## config.mk

```make
export PLATFORM = sky130hd
export DESIGN_NAME = sseg_scan_ctrl
export DESIGN_NICKNAME = d
export VERILOG_FILES = /design/src/rtl/sseg_pkg.sv /design/src/rtl/hex_to_sseg.sv /design/src/rtl/sseg_scan_ctrl.sv
export SDC_FILE = /design/constraint.sdc
export NUM_CORES = 1
export LEC_CHECK = 0
export CORE_MARGIN = 4
export CORE_UTILIZATION = 51
export CTS_BUF_LIST = sky130_fd_sc_hd__clkbuf_4 sky130_fd_sc_hd__clkbuf_8
export CTS_CLUSTER_DIAMETER = 50
export DETAILED_ROUTE_END_ITERATION = 7
export PLACE_DENSITY = 0.85
export REMOVE_ABC_BUFFERS = 1
export SLEW_MARGIN = 20
export SYNTH_ARGS = -nofsm -noshare
export SYNTH_HDL_FRONTEND = slang
export SYNTH_SLANG_ARGS = --single-unit
```

## constraint.sdc

```tcl
create_clock -name clk -period 4 [get_ports clk]
set_input_delay 0.4 -clock clk [delete_from_list [all_inputs] [get_ports clk]]
set_output_delay 0.4 -clock clk [all_outputs]
set_load 0.03 [all_outputs]
```

## src/rtl/sseg_pkg.sv

```systemverilog
// Shared types and constants for the seven-segment scan controller.
// Segment patterns are active-low, bit order {a,b,c,d,e,f,g}.
package sseg_pkg;

  localparam int unsigned DIGITS = 8;

  localparam logic [7:0] SEG_BLANK = 8'hFF;
  localparam logic [7:0] AN_OFF    = 8'hFF;

  typedef enum logic {
    SCAN,
    BLANK
  } state_e;

  // Index 0 is the rightmost (lowest) entry.
  localparam logic [15:0][6:0] SEG_LUT = {
    7'b0111000,  // F
    7'b0110000,  // E
    7'b1000010,  // d
    7'b0110001,  // C
    7'b1100000,  // b
    7'b0001000,  // A
    7'b0000100,  // 9
    7'b0000000,  // 8
    7'b0001111,  // 7
    7'b0100000,  // 6
    7'b0100100,  // 5
    7'b1001100,  // 4
    7'b0000110,  // 3
    7'b0010010,  // 2
    7'b1001111,  // 1
    7'b0000001   // 0
  };

  typedef struct packed {
    logic [4*DIGITS-1:0] hex;
    logic [DIGITS-1:0]   dp;
    logic [DIGITS-1:0]   en;
    logic                lz_blank;
  } disp_cfg_t;

  localparam disp_cfg_t CFG_RESET = '{hex: '0, dp: '0, en: '1, lz_blank: 1'b0};

endpackage

```

## src/rtl/hex_to_sseg.sv

```systemverilog
// Combinational hex digit to active-low seven-segment decoder.
module hex_to_sseg
  import sseg_pkg::*;
(
  input  logic [3:0] hex,
  output logic [6:0] seg
);

  assign seg = SEG_LUT[hex];

endmodule

```

## src/rtl/sseg_scan_ctrl.sv

```systemverilog
// Multiplexed 8-digit seven-segment scan controller with blanking gaps,
// per-digit enables, leading-zero suppression and frame-synchronous updates.
module sseg_scan_ctrl
  import sseg_pkg::*;
#(
  parameter int unsigned DIGIT_CYCLES = 50_000,
  parameter int unsigned BLANK_CYCLES = 1_000,
  parameter int unsigned NUM_DIGITS   = 8
) (
  input  logic                    clk,
  input  logic                    reset,
  input  logic [4*NUM_DIGITS-1:0] hex_in,
  input  logic [NUM_DIGITS-1:0]   dp_in,
  input  logic [NUM_DIGITS-1:0]   digit_en,
  input  logic                    lz_blank,
  input  logic                    load,
  output logic [NUM_DIGITS-1:0]   an,
  output logic [7:0]              sseg,
  output logic                    frame_start
);

  localparam int unsigned MAX_CYCLES = (DIGIT_CYCLES > BLANK_CYCLES) ? DIGIT_CYCLES : BLANK_CYCLES;
  localparam int unsigned CNT_W      = (MAX_CYCLES > 1) ? $clog2(MAX_CYCLES) : 1;
  localparam int unsigned IDX_W      = $clog2(NUM_DIGITS);

  localparam logic [CNT_W-1:0] DIGIT_LAST = CNT_W'(DIGIT_CYCLES - 1);
  localparam logic [CNT_W-1:0] BLANK_LAST = (BLANK_CYCLES > 0) ? CNT_W'(BLANK_CYCLES - 1) : '0;
  localparam logic [IDX_W-1:0] IDX_LAST   = IDX_W'(NUM_DIGITS - 1);

  state_e                state_q, state_d;
  logic [IDX_W-1:0]      idx_q, idx_d, idx_inc;
  logic [CNT_W-1:0]      cnt_q, cnt_d;
  logic                  run_q;
  disp_cfg_t             stage_q, stage_d, active_q, active_d;
  logic                  pending_q, pending_d;
  logic [NUM_DIGITS-1:0] an_d;
  logic [7:0]            sseg_d;
  logic                  enter_scan0;
  logic [NUM_DIGITS-1:0] zero_from;
  logic                  upper_zero;
  logic                  dig_lit;
  logic [3:0]            nibble;
  logic [6:0]            seg_dec;

  assign idx_inc = (idx_q == IDX_LAST) ? '0 : idx_q + IDX_W'(1);

  // The reset BLANK(7) holds one extra cycle so the first digit-0 slot
  // lands BLANK_CYCLES+1 edges after reset release.
  always_comb begin
    state_d = state_q;
    idx_d   = idx_q;
    cnt_d   = cnt_q + CNT_W'(1);
    case (state_q)
      SCAN: begin
        if (cnt_q == DIGIT_LAST) begin
          cnt_d = '0;
          if (BLANK_CYCLES == 0) begin
            idx_d = idx_inc;
          end else begin
            state_d = BLANK;
          end
        end
      end
      default: begin
        if (BLANK_CYCLES == 0 || (run_q && cnt_q == BLANK_LAST)) begin
          state_d = SCAN;
          idx_d   = idx_inc;
          cnt_d   = '0;
        end else if (!run_q) begin
          cnt_d = cnt_q;
        end
      end
    endcase
  end

  assign enter_scan0 = (state_d == SCAN) && (idx_d == '0) && !((state_q == SCAN) && (idx_q == '0));

  always_comb begin
    stage_d   = load ? disp_cfg_t'{hex: hex_in, dp: dp_in, en: digit_en, lz_blank: lz_blank}
                     : stage_q;
    active_d  = (enter_scan0 && pending_q) ? stage_q : active_q;
    pending_d = load | (pending_q & ~enter_scan0);
  end

  always_comb begin
    zero_from  = '0;
    upper_zero = 1'b1;
    for (int i = NUM_DIGITS - 1; i >= 0; i--) begin
      upper_zero   = upper_zero && (active_d.hex[4*i +: 4] == 4'h0);
      zero_from[i] = upper_zero;
    end
  end

  // Outputs decode the next state and next active set so they switch with the state.
  assign nibble  = active_d.hex[{idx_d, 2'b00} +: 4];
  assign dig_lit = active_d.en[idx_d] &&
                   !(active_d.lz_blank && (idx_d != '0) && zero_from[idx_d]);

  hex_to_sseg u_dec (
    .hex (nibble),
    .seg (seg_dec)
  );

  always_comb begin
    an_d   = AN_OFF;
    sseg_d = SEG_BLANK;
    if (state_d == SCAN && dig_lit) begin
      an_d   = ~(NUM_DIGITS'(1) << idx_d);
      sseg_d = {~active_d.dp[idx_d], seg_dec};
    end
  end

  always_ff @(posedge clk or posedge reset) begin
    if (reset) begin
      state_q     <= BLANK;
      idx_q       <= IDX_LAST;
      cnt_q       <= '0;
      run_q       <= 1'b0;
      stage_q     <= CFG_RESET;
      active_q    <= CFG_RESET;
      pending_q   <= 1'b0;
      an          <= AN_OFF;
      sseg        <= SEG_BLANK;
      frame_start <= 1'b0;
    end else begin
      state_q     <= state_d;
      idx_q       <= idx_d;
      cnt_q       <= cnt_d;
      run_q       <= 1'b1;
      stage_q     <= stage_d;
      active_q    <= active_d;
      pending_q   <= pending_d;
      an          <= an_d;
      sseg        <= sseg_d;
      frame_start <= enter_scan0;
    end
  end

endmodule

```

[Word level (Yosys, flattened, before mapping)]
Memory sizes are Yosys's and may differ from the RTL's.
Cells that the tools add are included.
Word-level totals
  register bits after elaboration: 137
  ROM bits: 112
  input port bits: 52
  output and inout port bits: 17
  word-level logic and storage cells: 83
  memories: 1
Memories
  (name not given): depth 16, width 7, read ports 1, clocked after memory_dff 0, write ports 0, line hex_to_sseg.sv:9  | assign seg = SEG_LUT[hex];
Cells by class
  add/sub/neg operators: 2
  order comparisons: 2
  equal/unequal tests: 4
  shift operators: 2
  muxes and demuxes: 20
  bitwise gates (word level): 7
  reductions and logical operators: 29
Operators with widths (number)
  $mux 16: 4
  $mux 49: 1
  $logic_not 4->1: 8
  $shiftx 32x6->4: 1
  $add 16x1->16 const B: 1
  $eq 16x10->1 const B: 1
  $eq 16x16->1 const B: 1
  $logic_and 1x1->1: 16
  $mux 8: 2
  $bmux 1 s3: 3
  $mux 3: 3
  $not 8->8: 1
  $shl 1x3->8 const A: 1
  $mux 7: 1
  $logic_not 3->1: 2
  $mux 1: 6
  $lt 4x5->1 const B: 1
  $lt 3x4->1 const B: 1
  $not 1->1: 4
  $add 3x1->3 const B: 1
  $eq 3x3->1 const B: 1
  $ne 3x1->1 const B: 1
  $reduce_bool 3->1: 1
  $logic_not 1->1: 2
  2 further kinds: 2

[Longest topological paths before layout]
Gate-level depths: netlist (run 1).
  depth after elaboration: 24
  gate-level depth with buffers: 18
  gate-level depth less buffers: 14

[Cells and area by module]
Synthesis (run 1) repeated with hierarchy kept, for this count alone.
Unflattened totals
  cells, all modules: 567
  area, all modules: 6550.0 um^2
By module, submodules not included
  sseg_scan_ctrl: instances 1, cells each 532, area an instance 6302.3 um^2, sequential area each 3473.3 um^2
  hex_to_sseg: instances 1, cells each 35, area an instance 247.7 um^2, sequential area each 0.0 um^2

[Worst setup path after synthesis (run 1)]
Ideal clock, no wire load.
  path type: reg2reg
  from: register idx_q[1]
  to: register sseg[0]
  library setup time: 0.084 ns
  data arrival time: 4.130 ns
  required time: 3.916 ns
  slack: -0.213 ns
  cell stages (with the launch flop): 18
  buffers on the path: 3
  period minus slack after synthesis: 4.213 ns
  cells stage by stage: dfstp_2 > inv_1 > ha_1 > clkbuf_1 > nor2_1 > a32oi_1 > a2111oi_4 > buf_6 > mux2_4 > a22o_1 > a2111oi_0 > or2_2 > clkbuf_1 > inv_1 > ha_1 > o21ai_0 > o21ai_0 > a221o_1
RTL lines
  start: declaration: line sseg_scan_ctrl.sv:31  | logic [IDX_W-1:0] idx_q, idx_d, idx_inc;
  start signal: assignment: line sseg_scan_ctrl.sv:127  | idx_q <= idx_d;
  end signal: assignment: line sseg_scan_ctrl.sv:134  | sseg <= sseg_d;
  end: declaration: line sseg_scan_ctrl.sv:18  | output logic [7:0] sseg,

==> run summary, run 1 <==
status -> finished clean
Max IR drop VDD -> 0.183 mV
fin. max-slew vios -> 0
max incr delay on CP -> 580 ps
Initial Util -> 0.527
Main synth FF type -> dfrtp_1
crit end category -> flip-flop
Final Core Density -> 0.662
Port Buffers -> 68
slowest CP cell -> dfstp_2
routed vias/inst -> 5.68
#FFs+latches synth -> 137
Crit path required time -> 4380 ps
P per Cell Area -> 380 nW/um^2
Worst Skew -> 11.4 ps
Leak -> 3.51 nW
fraction of layout cells with a size suffix above 1 -> 0.345
clock buffer depth -> 2
DR iter-0 viols -> 368
Final Cycle Share -> 0.979
commonest non-fill, non-tap cell in the layout -> dfrtp_1
CTS sink cnt -> 137
DR WL/cell -> 18.0 um
Clock Root Buffer -> clkbuf_8
H-tree depth -> 4
Hold WC Path Type -> input port to async pin
Post-synth EDFFs -> 0
pin count of the biggest net entering global routing -> 98
Die Area -> 14,400 um^2
CP Launch Type -> flip-flop
Std-Cell Core Area -> 12,200 um^2
worst setup path class -> flip-flop to flip-flop
Ys Warns -> 0
detailed-route DRC error count -> 0
met2 GRT Util -> 0.323
GRT met1 Usage -> 0.282
setup TNS -> 0 ps
slew margin rel. -> 0.531
initial antenna violation count -> 0
Row Count -> 40
Worst-path clk slew -> 70 ps
most frequent cells in the layout -> 101 x dfrtp_1, 84 x mux2_2, 67 x clkdlybuf4s50_1, 36 x dfstp_2, 31 x buf_4
worst path cell trace -> ha_1, ha_1, nor2_2, a32oi_2, a2111oi_4, buf_6, buf_12, mux2_2, a22o_1, a2111oi_1, nor2_1, inv_1, ha_1, a21oi_1, a311o_1, a21o_1
most frequent CP cell -> ha_1
Top Usage Layer GRT -> met2
Post-DP HPWL -> 10,200 um
vias in the first global route -> 4,691
final setup fails -> 0
Num CTS Buffers -> 17
Syn Area/Cell -> 12.8 um^2
hold buffers post-CTS -> 0
min Tclk post-route -> 3920 ps
Via Count -> 4,443
io pins -> 69
sequential cell area fraction in the yosys report -> 0.542
Post-Route WL -> 14,000 um
total global routing overflow -> 0
overall routing resource usage -> 0.208
Clock Latency Late Sink -> 440 ps
cell count after synthesis -> 502
ant diodes -> 0
crit-path max FO -> 15
Worst Tran Pin Value -> 698 ps
1st-pass router iterations -> 5
Final Hold Viols -> 0
Post-Syn Area -> 6410 um^2
Max Freq -> 0.255 GHz
fin nets -> 663
FFs w/ async S/R, synth -> 1.00
met3 Use GR -> 0.0589
die span in x -> 120 um
Die Y -> 120 um
GPL Wtd Cong -> 0.911
CTS tree -> built
hold_ws -> 342 ps
max_cap viols -> 0
number of distinct library cells after synthesis -> 75
post-route ant nets -> 0
CP arrival -> 4290 ps
first-pass GRT wire length -> 23,600 um
worst reg-to-reg path cell count -> 16
Layout area overhead -> 25.5%
## synth_stat cells, drive strengths merged, types with 6 or more instances
library cell,instances,share of area
xor2,8,0.011
nor2,28,0.016
mux2,88,0.16
o22ai,9,0.0088
ha,10,0.020
clkbuf,11,0.0064
o21ai,11,0.0086
dfstp,36,0.15
mux2i,15,0.023
nand3,11,0.0086
or4,7,0.0082
nor4,8,0.010
a2111oi,6,0.011
dfrtp,101,0.39
nand2,14,0.0086
inv,20,0.012
xnor2,6,0.0082
a21oi,7,0.0066
nor3,9,0.0070
buf,11,0.015
nand4,7,0.0092
## power by group
part	leakage (nW)	switching [mW]	internal, mW
Clock	0.249	0.512	0.916
Combinational	1.58	0.0562	0.0918
Sequential	1.67	0.0415	1.44
## final timing paths
| kind | slack (ps) | startpoint | end |
|---|---|---|---|
| setup reg to reg | 80 | idx_q[0] | sseg[3] |
| hold reg to reg | 500 | active_q[11] | active_q[11] |
| setup / recovery | 80 | idx_q[0] | sseg[3] |
| hold / removal | 340 | reset | stage_q[46] |
| min in group clk | 500 | active_q[11] | active_q[11] |
| max in group asynchronous | 2780 | reset | idx_q[1] |
## cell families (layout without fill, tap and decap cells)
kind of cell,count (synthesis),count (layout),synth area share
and+or+nand+nor,119,119,0.112
AOI/OAI and AO/OA,76,76,0.0941
buffers and inverters,42,154,0.0332
other,1,1,0.000585
xor gates and xnor gates,14,14,0.0191
adders and majority gates,10,10,0.0195
muxes,103,103,0.180
DFF,137,137,0.542
## state kept, by name (all words and copies together) (netlist names), 3 cells and up
signal and count:
stage_q 49, sseg 8, idx_q 3, active_q 49, an 8, cnt_q 16
## layout make-up
cell class | instances | area [um^2]
flip-flops and latches | 137 | 3470
clock buffers | 21 | 277
repair buffers | 102 | 975
clock inverters | 11 | 241
fillers | 878 | 4110
well taps | 168 | 210
inverters | 20 | 77.6
multi-input cells | 323 | 2800
## metal layers
| metal | up-vias | share of wire | wire [um] |
|---|---|---|---|
| li1 | 2053 | - | - |
| met4 | 0 | 0.017 | 241 |
| met2 | 145 | 0.47 | 6660 |
| met5 | - | 0 | 0 |
| met3 | 21 | 0.059 | 822 |
| met1 | 2224 | 0.45 | 6320 |
## timing repair
item	CTS	global route
resized for setup	0	16
buffers inserted	1	1
pin swaps	1	3
endpoints found under the setup margin	4	9
## worst max-delay path: cells and delay by family (launching register included)
family	cells	cell delay, ps
compound gates	7	1620
fa+ha+maj	3	560
buf+inv	3	470
flops	1	580
mux	1	360
simple gates	2	250
## metrics by stage
step                      instances  power, mW  worst slack [ps]  area [um^2]
final                           782       3.06              84.6         8050
after global routing            782       3.17              -121         8050
after CTS                       781       3.09              77.3         7970
after detailed placement        748       1.66             -47.5         7440
after global placement          748       1.65              42.1         7440
after floorplan                 480       1.56             -1650         6270
(Power assumes the default switching activity.)
==> run 2: changes to the inputs <==
- PLACE_DENSITY: 0.85 -> 0.82
- SETUP_SLACK_MARGIN: default -> 0.1
- clock period: 4 -> 3.81 ns (I/O delays scaled with it)
==> run 2 against run 1 <==
Count of clock-buffer cells in the layout rose by 4. Largest power group unchanged. Critical path type unchanged. Register-to-register slack improved by 90 ps. Clock power fell by 9.8%. Cell count rose by 4.7%. First-iteration DRC count fell by 18%. Hold slack improved by 38 ps. Design area rose by 5.9%. Wire length rose by 7.9%. Global-route usage rose by 1.3 points. Flip-flop and latch count did not move. Utilization rose by 3.9 points.
==> run summary, run 2 (same netlist as run 1, synthesis figures left out) <==
DR iter-0 viols -> 303
RSZ-0062 raised after global routing -> yes
final setup fails -> 0
Final Cycle Share -> 0.955
Leak -> 3.71 nW
pin count of the biggest net entering global routing -> 83
Num CTS Buffers -> 17
Max Freq -> 0.275 GHz
crit-path max FO -> 6
total global routing overflow -> 0
Std-Cell Core Area -> 12,200 um^2
Die Y -> 120 um
worst setup path class -> flip-flop to flip-flop
crit end category -> flip-flop
Layout area overhead -> 33.0%
Largest regs -> active_q (49), stage_q (49), cnt_q (16)
Clock Latency Late Sink -> 450 ps
CP Launch Type -> flip-flop
hold_ws -> 380 ps
status -> finished clean
Cells after DPL -> 767
routed vias/inst -> 5.66
Non-Filler Instances -> 819
CTS tree -> built
Final Hold Viols -> 0
Die Area -> 14,400 um^2
Max IR drop VDD -> 0.251 mV
clock buffer depth -> 2
ant diodes -> 0
Worst Tran Pin Value -> 729 ps
hold buffers post-CTS -> 0
Post-Route WL -> 15,200 um
Area after DPL -> 7600 um^2
fin nets -> 700
vias in the first global route -> 4,752
GPL Wtd Cong -> 0.914
die span in x -> 120 um
Crit path required time -> 4200 ps
P per Cell Area -> 352 nW/um^2
overall routing resource usage -> 0.221
1st-pass router iterations -> 5
Hold WC Path Type -> input port to async pin
initial antenna violation count -> 0
setup TNS -> 0 ps
Port Buffers -> 68
CP arrival -> 4030 ps
Final Power -> 3.00 mW
io pins -> 69
most frequent cells in the layout -> 100 x dfrtp_1, 76 x mux2_2, 67 x clkdlybuf4s50_1, 60 x buf_4, 36 x dfstp_2
min Tclk post-route -> 3640 ps
Row Count -> 40
Worst Skew -> 13.3 ps
DR WL/cell -> 18.5 um
post-route ant nets -> 0
slew margin rel. -> 0.510
Via Count -> 4,635
CTS sink cnt -> 137
Initial Util -> 0.527
Clock Root Buffer -> clkbuf_8
Design Area, Final -> 8530 um^2
max_cap viols -> 0
Worst-path clk slew -> 80 ps
detailed-route DRC error count -> 0
first-pass GRT wire length -> 25,000 um
fraction of layout cells with a size suffix above 1 -> 0.422
commonest non-fill, non-tap cell in the layout -> dfrtp_1
fin. max-slew vios -> 0
H-tree depth -> 4
Post-DP HPWL -> 10,500 um
==> run 2: cell count changes in the layout (fill, tap and decap cells not counted), sizes merged <==
cell	before	now
buf	35	72
clkbuf	21	25
clkinv	1	2
bufinv	7	3
clkinvlp	3	2
==> run 2: layout make-up <==
type	count	area (um^2)
fillers	862	3630
inverters	20	77.6
multi-input cells	323	3010
repair buffers	139	1310
well taps	168	210
flip-flops and latches	137	3470
clock inverters	7	115
clock buffers	25	325
==> run 2: critical path, cell delays in order (launching register included) <==
cell	delay [ps]
dfrtp_2	420
ha_4	160
nor4b_4	270
nand4_4	200
a2111oi_4	390
buf_6	180
buf_12	130
buf_4	140
mux2_2	380
a2111oi_4	360
or2_4	190
buf_6	110
ha_4	130
a21oi_2	30
a311o_1	330
a21o_1	160
==> run 2: final timing paths <==
path,start,to,slack [ps],depth (start not counted)
setup / recovery,cnt_q[1],sseg[3],170,15
hold / removal,reset,stage_q[47],380,2
setup reg to reg,cnt_q[1],sseg[3],170,15
hold reg to reg,active_q[16],active_q[16],500,1
max in group asynchronous,reset,sseg[2],2540,3
min in group clk,active_q[16],active_q[16],500,1
==> run 2: metal layers <==
metal,up-vias,part of all wire,track usage
li1,2129,-,-
met1,2330,0.47,0.317
met2,147,0.46,0.326
met3,29,0.055,0.0556
met4,0,0.022,0.0809
met5,-,0,0
==> run 2: power by group <==
part | internal [mW] | leakage [nW] | switching (mW)
sequential | 1.51 | 1.67 | 0.0433
combinational | 0.0964 | 1.81 | 0.0575
clock | 0.755 | 0.222 | 0.538
total | 2.37 | 3.71 | 0.639
==> run 2: per-stage QoR <==
stage	util	worst slack, ps
6_report	0.701	171
5_1_grt	0.701	28.3
4_1_cts	0.683	101
3_5_place_dp	0.625	-109
3_3_place_gp	0.625	8.10
2_1_floorplan	-	-1840
==> run 2: timing repair <==
action                                  4_1_cts  5_1_grt
setup buffers                                10       11
pin swaps                                    15       25
endpoints found under the setup margin        7       16
cloned                                        2        0
gates resized for setup                      33       38
==> run 3: changes to the inputs <==
- ABC_CLOCK_PERIOD_IN_PS: default -> 3810
- CTS_CLUSTER_DIAMETER: 50 -> 100
- PLACE_DENSITY: 0.82 -> 0.73
==> run 3 against run 2 <==
Via count barely moved. Sequential share of layout area fell by 0.37 points. Hold slack improved by 110 ps. Utilization rose by 0.64 points. Clock skew fell by 2.0 ps. Critical path type unchanged. Cell count rose by 0.73%. Setup slack got worse by 30 ps. Combinational power barely moved. Highest routed layer unchanged. Critical path depth rose by 1.
==> run summary, run 3 (same netlist as run 1, synthesis figures left out) <==
Std-Cell Core Area -> 12,200 um^2
RSZ-0062 raised after global routing -> yes
detailed-route DRC error count -> 0
most frequent cells in the layout -> 100 x dfrtp_1, 77 x mux2_2, 67 x clkdlybuf4s50_1, 61 x buf_4, 36 x dfstp_2
die span in x -> 120 um
CP arrival -> 4030 ps
Non-Filler Instances -> 825
fraction of layout cells with a size suffix above 1 -> 0.437
Layout area overhead -> 34.2%
Row Count -> 40
H-tree depth -> 4
max_cap viols -> 0
initial antenna violation count -> 0
io pins -> 69
total global routing overflow -> 0
hold_ws -> 488 ps
Worst Tran Pin Value -> 765 ps
Final Cycle Share -> 0.963
fin. max-slew vios -> 0
GPL Wtd Cong -> 0.874
Crit path required time -> 4170 ps
Final Power -> 2.86 mW
max incr delay on CP -> 580 ps
DR WL/cell -> 18.3 um
crit end category -> flip-flop
Hold WC Path Type -> input port to async pin
Worst Setup SP -> cnt_q[12]
1st-pass router iterations -> 5
Via Count -> 4,637
Initial Util -> 0.527
pin count of the biggest net entering global routing -> 138
vias in the first global route -> 4,741
reg-to-reg startpoint -> cnt_q[12]
DR iter-0 viols -> 312
crit-path max FO -> 4
first-pass GRT wire length -> 24,200 um
routed vias/inst -> 5.62
Clock Latency Late Sink -> 430 ps
hold buffers post-CTS -> 0
Leak -> 3.75 nW
fill count -> 835
P per Cell Area -> 332 nW/um^2
slowest CP cell -> or4b_4
Cells after DPL -> 771
ant diodes -> 0
Die Area -> 14,400 um^2
Final Hold Viols -> 0
Worst Skew -> 11.2 ps
overall routing resource usage -> 0.212
slew margin rel. -> 0.488
min Tclk post-route -> 3670 ps
cell family with most CP delay -> simple AND/OR/NAND/NOR gates
Worst-path clk slew -> 70 ps
Post-DP HPWL -> 10,400 um
Clock Root Buffer -> clkbuf_8
Port Buffers -> 68
clock buffer depth -> 2
Num CTS Buffers -> 17
fin nets -> 706
post-route ant nets -> 0
CP bufs+invs -> 5
commonest non-fill, non-tap cell in the layout -> dfrtp_1
Die Y -> 120 um
setup TNS -> 0 ps
CTS tree -> built
worst setup path class -> flip-flop to flip-flop
worst path cell trace -> or4b_4, nor4_4, a2111oi_4, buf_4, buf_6, buf_6, mux2_4, and2_4, a2111oi_4, buf_4, nor2_4, inv_4, ha_4, a21oi_1, a311o_1, a21o_1
Post-Route WL -> 15,100 um
status -> finished clean
Max IR drop VDD -> 0.221 mV
CP Launch Type -> flip-flop
Max Freq -> 0.273 GHz
CTS sink cnt -> 137
Largest regs -> active_q (49), stage_q (49), cnt_q (16)
final setup fails -> 0
## run 3: changes by cell type in the layout (fill, tap and decap cells not counted), sizes merged
cell / delta
clkinvlp: -2
bufinv: -3
clkinv: -1
buf: +4
bufbuf: +1
clkbuf: +7
## run 3: worst reg2reg max path, stage by stage, from the launching register on
cell and delay, ps:
dfrtp_1 450, or4b_4 580, nor4_4 340, a2111oi_4 70, buf_4 180, buf_6 120, buf_6 110, mux2_4 300
and2_4 170, a2111oi_4 310, buf_4 170, nor2_4 40, inv_4 90, ha_4 130, a21oi_1 40, a311o_1 320
a21o_1 180
## run 3: layout make-up
cell class / count / area [um^2] / share of cell area
clock buffers: 31 / 389 / 0.0452
flip-flops and latches: 137 / 3470 / 0.404
multi-input cells: 323 / 3070 / 0.357
repair buffers: 145 / 1380 / 0.160
well taps: 168 / 210 / 0.0244
clock inverters: 1 / 5.00 / 0.000582
inverters: 20 / 80.1 / 0.00931
## run 3: timing repair
action / CTS / global route
buffers inserted: 11 / 9
resized for setup: 30 / 54
setup endpoints to repair: 16 / 16
pin swaps: 12 / 24
cloned: 1 / 1
endpoints found under the hold margin: 0 / 0
## run 3: worst paths after layout
path / endpoint / slack (ps) / depth (start not counted)
min in group clk: active_q[12] / 500 / 1
hold reg to reg: active_q[12] / 500 / 1
max in group asynchronous: cnt_q[10] / 2780 / 3
setup reg to reg: sseg[3] / 140 / 16
setup / recovery: sseg[3] / 140 / 16
hold / removal: stage_q[9] / 490 / 3
## run 3: routing by layer
layer | global-route usage | share of wire | up-vias
met2 | 0.321 | 0.47 | 134
met5 | 0 | 0 | -
met4 | 0.0866 | 0.021 | 0
met1 | 0.292 | 0.46 | 2335
li1 | - | - | 2140
met3 | 0.0528 | 0.048 | 28
## run 3: per-stage QoR
step	worst slack [ps]	instance area, um^2	util
3_5_place_dp	-276	7600	0.625
5_1_grt	14.6	8600	0.708
2_1_floorplan	-1840	6270	-
6_report	141	8600	0.708
3_3_place_gp	-98.8	7600	0.625
4_1_cts	87.4	8250	0.678
## run 3: report_power, final
part           internal [mW]  switching, mW
Clock                  0.635          0.511
Sequential              1.52         0.0439
Combinational         0.0966         0.0570
